--- config.mk ---
export PLATFORM = sky130hd
export DESIGN_NAME = ifmap_spad
export DESIGN_NICKNAME = d
export VERILOG_FILES = /design/src/rtl/pe_pkg.sv /design/src/rtl/spad_ram.sv /design/src/rtl/ifmap_spad.sv
export SDC_FILE = /design/constraint.sdc
export NUM_CORES = 1
export LEC_CHECK = 0
export CORE_ASPECT_RATIO = 0.75
export CORE_MARGIN = 2
export CORE_UTILIZATION = 47
export CTS_BUF_LIST = sky130_fd_sc_hd__clkbuf_16
export CTS_CLUSTER_SIZE = 16
export DETAILED_ROUTE_END_ITERATION = 10
export DONT_BUFFER_PORTS = 1
export PLACE_DENSITY = 0.74
export SLEW_MARGIN = 20
export SYNTH_ARGS = -nofsm -noshare
export SYNTH_HDL_FRONTEND = slang
export SYNTH_SLANG_ARGS = --single-unit
--- constraint.sdc ---
create_clock -name clk -period 4 [get_ports clk]
set_clock_uncertainty 0.2 [all_clocks]
set_input_delay 1.2 -clock clk [delete_from_list [all_inputs] [get_ports clk]]
set_output_delay 1.2 -clock clk [all_outputs]
set_load 0.1 [all_outputs]
--- src/rtl/pe_pkg.sv ---
// Shared PE-array definitions: default activation width, scratchpad depth
// and the helper that sizes scratchpad pointers.
package pe_pkg;

  localparam int PE_DATA_W = 8;
  localparam int PE_DEPTH  = 16;

  function automatic int aw(input int depth);
    return (depth > 1) ? $clog2(depth) : 1;
  endfunction

  typedef logic [aw(PE_DEPTH)-1:0] ptr_t;

endpackage

--- src/rtl/spad_ram.sv ---
// Scratchpad storage: one synchronous write port and one synchronous read port.
// Only the read output register is clearable; the array itself is never reset.
module spad_ram #(
  parameter int DATA_W = 8,
  parameter int DEPTH  = 16,
  parameter int AW     = 4
) (
  input  logic              clk,
  input  logic              clr,
  input  logic              we,
  input  logic [AW-1:0]     waddr,
  input  logic [DATA_W-1:0] wdata,
  input  logic              re,
  input  logic [AW-1:0]     raddr,
  output logic [DATA_W-1:0] rdata
);

  logic [DATA_W-1:0] mem [DEPTH];

  always_ff @(posedge clk) begin
    if (we) begin
      mem[waddr] <= wdata;
    end
  end

  // Output register holds its value between reads so rd_data stays stable.
  always_ff @(posedge clk) begin
    if (clr) begin
      rdata <= '0;
    end else if (re) begin
      rdata <= mem[raddr];
    end
  end

endmodule

--- src/rtl/ifmap_spad.sv ---
// Input-activation scratchpad: circular buffer of ifmap activations with a
// sliding filter window (base + offset) read by the PE controller.
module ifmap_spad
  import pe_pkg::*;
#(
  parameter int DATA_W = PE_DATA_W,
  parameter int DEPTH  = PE_DEPTH,
  parameter int WIN    = 5,
  parameter int STRIDE = 1
) (
  input  logic              clk,
  input  logic              rst,
  input  logic              flush,
  input  logic              in_valid,
  input  logic [DATA_W-1:0] in_data,
  output logic              in_ready,
  input  logic              rd_en,
  output logic [DATA_W-1:0] rd_data,
  output logic              rd_valid,
  output logic              stop_read,
  output logic              win_full,
  input  logic              win_reset,
  input  logic              stride_adv,
  output logic              err
);

  localparam int AW = aw(DEPTH);
  localparam int CW = AW + 1;

  localparam logic [CW-1:0] DEPTH_C  = CW'(DEPTH);
  localparam logic [CW-1:0] WIN_C    = CW'(WIN);
  localparam logic [CW-1:0] STRIDE_C = CW'(STRIDE);

  logic [AW-1:0] wr_ptr_q, wr_ptr_d;
  logic [AW-1:0] base_q, base_d;
  logic [CW-1:0] count_q, count_d;
  logic [CW-1:0] offset_q, offset_d;
  logic          rd_valid_q, rd_valid_d;
  logic          err_q, err_d;

  logic          wr_fire;
  logic          rd_fire;
  logic [CW-1:0] step_s;
  logic [CW-1:0] wr_inc;
  logic [AW-1:0] rd_addr;

  // Flags come straight from the registered counters, no lookahead.
  assign in_ready  = (count_q != DEPTH_C);
  assign stop_read = (offset_q == count_q);
  assign win_full  = (count_q >= WIN_C);
  assign rd_valid  = rd_valid_q;
  assign err       = err_q;
  assign rd_addr   = base_q + offset_q[AW-1:0];

  always_comb begin
    wr_fire    = in_valid & in_ready & ~flush;
    rd_fire    = rd_en & ~stop_read & ~flush & ~stride_adv & ~win_reset;
    step_s     = (count_q < STRIDE_C) ? count_q : STRIDE_C;
    wr_inc     = {{(CW-1){1'b0}}, wr_fire};

    wr_ptr_d   = wr_ptr_q;
    base_d     = base_q;
    count_d    = count_q;
    offset_d   = offset_q;
    rd_valid_d = rd_fire;
    err_d      = err_q;

    if (flush) begin
      wr_ptr_d = '0;
      base_d   = '0;
      count_d  = '0;
      offset_d = '0;
    end else begin
      if (wr_fire) begin
        wr_ptr_d = wr_ptr_q + 1'b1;
      end
      // Advance releases at most what is resident; under-run is flagged, not blocked.
      if (stride_adv) begin
        base_d   = base_q + step_s[AW-1:0];
        count_d  = count_q + wr_inc - step_s;
        offset_d = '0;
        if (count_q < STRIDE_C) begin
          err_d = 1'b1;
        end
      end else begin
        count_d = count_q + wr_inc;
        if (win_reset) begin
          offset_d = '0;
        end else if (rd_fire) begin
          offset_d = offset_q + 1'b1;
        end
      end
    end
  end

  always_ff @(posedge clk) begin
    if (rst) begin
      wr_ptr_q   <= '0;
      base_q     <= '0;
      count_q    <= '0;
      offset_q   <= '0;
      rd_valid_q <= 1'b0;
      err_q      <= 1'b0;
    end else begin
      wr_ptr_q   <= wr_ptr_d;
      base_q     <= base_d;
      count_q    <= count_d;
      offset_q   <= offset_d;
      rd_valid_q <= rd_valid_d;
      err_q      <= err_d;
    end
  end

  spad_ram #(
    .DATA_W (DATA_W),
    .DEPTH  (DEPTH),
    .AW     (AW)
  ) u_ram (
    .clk   (clk),
    .clr   (rst | flush),
    .we    (wr_fire),
    .waddr (wr_ptr_q),
    .wdata (in_data),
    .re    (rd_fire),
    .raddr (rd_addr),
    .rdata (rd_data)
  );

endmodule

; ---- Word-level counts from Yosys, hierarchy flattened
; Memories as Yosys holds them, arrays and structs flattened. A register that Yosys moved wholly into a read port is not among the register bits.
; Index checks and enable logic that the tools add are counted.
[classes]
bitwise = 11
n_mux = 4
addsub = 6
n_reduce_logical = 3
order_cmp = 2
eq_ne = 2
[op_table]
columns = cell, count
row1 = two-way mux 5 bit, 2
row2 = adder 4 bit, 2
row3 = bitwise AND 1 bit, 6
row4 = adder 5 x 1 -> 5 bit, 1
row5 = "adder 5 x 1 -> 5 bit, second input constant", 1
row6 = == test 5 bit, 1
row7 = ">= comparator 5 x 3 -> 1 bit, second input constant", 1
row8 = "less-than comparator 5 x 1 -> 1 bit, second input constant", 1
row9 = "!= test 5 bit, second input constant", 1
row10 = subtractor 5 bit, 1
row11 = "adder 4 x 1 -> 4 bit, second input constant", 1
row12 = NOT 1 bit, 4
row13 = OR reduction 4 bit, 1
row14 = AND reduction 3 bit, 1
row15 = two-way mux 1 bit, 2
row16 = OR reduction 2 bit, 1
row17 = OR 1 bit, 1
[word_totals]
input_bits = 15
mem_count = 1
ramBits = 128
out_inout_bits = 13
reg_bits = 20
elab_cells = 35
[memory_table]
columns = name, depth, width, rd, rd_ports_with_merged_regs, wr, line
row1 = u_ram.mem, 16, 8, 1, 1, 1, spad_ram.sv:18  ; logic [DATA_W-1:0] mem [DEPTH];

; ---- Longest topological paths before layout
[depth]
word_depth = 6
depth_mapped = 12
depth_no_buf = 11

; ---- Cells and area by module
; From an unflattened synthesis, not the netlist that was laid out.
[unflattened]
hier_cells = 470
hier_area_um2 = 6731.5
[modules_own_cells]
columns = module, cells_each, n_inst, area_per_inst_um2, seq_area_each_um2
row1 = spad_ram, 316, 1, 5343.9, 4003.8
row2 = ifmap_spad, 154, 1, 1387.6, 400.4

; ---- Worst setup path after synthesis
; No wires, ideal clock.
[synth_timing]
path_kind = register to output
startpoint = register count_q[4]
endpoint = output stop_read
stages_incl_launch_ff = 4
path_buffers = 0
t_arrival_ns = 1.930
required_ns = 2.600
slack_ns = 0.670
cell_sequence = dfxtp_1 -> xnor2_1 -> nand3_1 -> nor2_1
[synth_between]
elab_chain_cells = 1
[synth_lines]
columns = element, line
row1 = start: declaration, ifmap_spad.sv:36  ; logic [CW-1:0] count_q, count_d;
row2 = start signal: assignment, ifmap_spad.sv:107  ; count_q <= count_d;
row3 = == test 5 bit, ifmap_spad.sv:49  ; assign stop_read = (offset_q == count_q);
row4 = end: declaration, ifmap_spad.sv:20  ; output logic stop_read,
; Every way passes these cells.

; ---- Final worst setup path
[layout_timing]
startpoint = register offset_q[0]
endpoint = register u_ram.rdata[1], read port of u_ram.mem
[layout_between]
elab_chain_cells = 6
elab_cells_between_ends = 7
classes_between = 1 x add/sub / 1 x eq/ne / 5 x bitwise
[layout_lines]
columns = element, line
row1 = start: declaration, ifmap_spad.sv:37  ; logic [CW-1:0] offset_q, offset_d;
row2 = start signal: assignment, ifmap_spad.sv:108  ; offset_q <= offset_d;
row3 = == test 5 bit, ifmap_spad.sv:49
row4 = NOT 1 bit, ifmap_spad.sv:57  ; rd_fire = rd_en & ~stop_read & ~flush & ~stride_adv & ~win_reset;
row5 = bitwise AND 1 bit (4 in a row), ifmap_spad.sv:57
row6 = end: declaration, spad_ram.sv:15  ; output logic [DATA_W-1:0] rdata
; Several ways; a longest one is shown, not always the timed one.
; A chain may end at the register's enable or synchronous reset.

==> results.cfg <==
[status]
status = complete, no violations

[cts]
clkTransAtPathRegs_ns = 0.06
cts_root_buf = clkbuf_16
clkLatencyLatePin_ns = 0.41
postCtsSetupBuffers = 0
cts_max_path_buffers = 2
htreeDepth = 4
cts-buffers-inserted = 17
clock-sinks = 156
ctsResizeCount = 0
cts.hold.buffers_added = 0
cts_tree = built

[job]
cap_violations = 0

[global_routing]
grt_pass1_vias = 3399
grt_start_max_net_pins = 33
grt-ovfl-total = 0
antenna_found_initial = 0
grt.total_usage_pct = 17.3
grt_pass1_wl_um = 18900

[floorplanning]
fp.dieH_um = 107
die_area_sq_mm = 0.0152
start_util_pct = 48.4
ios = 28
fp.dieW_um = 142
coreArea_sq_mm = 0.0138
rows = 37

[sta]
max_slew.worst_pin.slew_ns = 1.07
setup_viol = 0
max_freq_mhz = 296
slew_violations = 0
grt_setup_unrepaired = no
timing.final.crit_share_pct = 84.3
hold_viol = 0
slew_headroom_pct = 28.5
setup_tns_ns = 0
period_needed_ns = 3.37

[placed_design]
dpl.hpwl_um = 8330
place.gp.congestion = 0.749
port_buffers = 0

[power]
pwr-share-comb_pct = 6.1
p_leak_uw = 0.00264
power_uw = 3670
p_int_uw = 2910
p_per_area_mw_per_mm2 = 483
vdd_drop_max_mv = 0.329
seq_power_share_pct = 48.8
swShare_pct = 21.0
p_switching_uw = 770
p_clk_share_pct = 45.1

[logic_synthesis]
synth_cell_type_count = 41
ys_async_sr_fraction_pct = 0
synthMostInstantiatedCell = edfxtp_1
synth_area_per_cell_sq_um = 17.1
synthCells = 391
ys_ff_latch = 156
ys.flop_type = edfxtp_1
syn_area_sq_mm = 0.00668
yosys.area.top_type = edfxtp_1
yosys-top-cells-area = edfxtp_1 (58%), dfxtp_1 (8.4%), mux4_1 (8.3%), mux4_2 (3.7%), ha_1 (3.2%)
yosys_warnings = 0
synth_edf_count = 128
synth.top_cells.by_count = edfxtp_1 (128), nor2_1 (32), dfxtp_1 (28)
ys_seq_area_share_pct = 65.9
synth_top_area_share_pct = 57.5

[worst_hold_path]
min_to = offset_q[4]
min_path_type = flop to flop
hold-path-cell-count = 2
hp-start = offset_q[4]

[drt]
postRouteAntennaNets = 0
wire_per_inst_um = 20.1
dr_total_vias = 3402
viasPerCell = 5.60
routed_wl_um = 12200
drt_first_pass_iters = 4
drt_iter0_drc = 189
drc_errors = 0

[critical_path]
worst_ep_arrival_time_ns = 3.46
cp-end-kind = flop
rrSetupSlack_ns = 0.63
r2r_end = u_ram.rdata[1]
crit_type = flop to flop
crit_fanout = 9
r2r_cells = 9
cp-start-kind = flop
reg2reg_from = offset_q[0]
required_ns = 4.09

[finish]
diodes = 0
fin_util_pct = 55.2
fin_nets = 455
nFillCells = 1082
area_growth_pct = 13.9
regArea_sq_mm = 0.00440
drive_gt1_share_pct = 19.2
multi_input_area_sq_mm = 0.00214
==> flip-flops by register name, summed over array words and instances, names as in the netlist <==
signal and count:
err 1, offset_q 5, u_ram.rdata 8, count_q 5
rd_valid 1, base_q 4, u_ram.mem 128, wr_ptr_q 4
==> cell usage in the layout (no fill, tap or decap), types with 11 or more instances in the layout <==
cell type / instances
mux4_2: 11
clkbuf_16: 17
mux4_1: 21
edfxtp_1: 128
inv_1: 13
nor2_1: 31
dfxtp_1: 28
nand3_1: 12
buf_4: 20
ha_1: 17
mux2i_1: 21
==> logic make-up after synthesis <==
kind of cell,count (synthesis),share of synthesized area [%]
DFF,156,65.9
buffers and inverters,31,2.49
adders and majority gates,20,4.08
AOI/OAI and AO/OA,27,2.88
xor gates and xnor gates,21,2.98
other,2,0.112
and+or+nand+nor,72,4.92
muxes,62,16.6
==> worst max-delay path: stages, from the launching register on <==
cell and delay, ns:
dfxtp_1 0.42, ha_1 0.22, inv_1 0.07, fa_1 0.45, xnor2_4 0.46, buf_4 0.32
mux4_1 0.59, mux2i_1 0.20, mux2_2 0.25, o21ai_2 0.06
==> worst max-delay path by stage <==
stage | from | slack (ns) | end
after floorplan | count_q[4] | 0.67 | stop_read
after CTS | offset_q[0] | 0.59 | u_ram.rdata[1]
after global placement | flush | 0.53 | count_q[4]
after detailed placement | flush | 0.49 | count_q[4]
after global routing | offset_q[0] | 0.45 | u_ram.rdata[1]
final | offset_q[0] | 0.63 | u_ram.rdata[1]
==> power groups by stage <==
stage	clock, uW	sequential, uW	combinational (uW)
4_1_cts	1690	1790	228
5_1_grt	1760	1790	245
3_3_place_gp	0	1830	221
2_1_floorplan	0	1820	186
6_report	1660	1790	226
3_5_place_dp	0	1830	226
==> area by class of cell <==
| type | count | share of cell area, % |
|---|---|---|
| inverters | 15 | 0.740 |
| clock inverters | 15 | 2.55 |
| repair buffers | 21 | 2.24 |
| flip-flops and latches | 156 | 57.8 |
| multi-input cells | 209 | 28.2 |
| well taps | 175 | 2.88 |
| clock buffers | 17 | 5.59 |
==> metal layers <==
| metal | up-vias | routed length (um) | track usage [%] |
|---|---|---|---|
| met5 | - | 0 | 0 |
| met4 | 0 | 81 | 6.07 |
| met3 | 6 | 1020 | 5.43 |
| met2 | 100 | 5670 | 25.8 |
| met1 | 1725 | 5460 | 24.4 |
| li1 | 1571 | - | - |
==> stage by stage <==
| stage | hold slack [ns] | std cells | instance area (sq um) | setup slack [ns] |
|---|---|---|---|---|
| 6_report | 0.312 | 608 | 7610 | 0.626 |
| 5_1_grt | 0.351 | 608 | 7610 | 0.447 |
| 4_1_cts | 0.312 | 608 | 7610 | 0.592 |
| 3_5_place_dp | 0.300 | 576 | 6990 | 0.493 |
| 3_3_place_gp | 0.286 | 576 | 6990 | 0.527 |
| 2_1_floorplan | 0.264 | 396 | 6700 | 0.670 |
No activity file was read; power rests on OpenSTA's default activity.
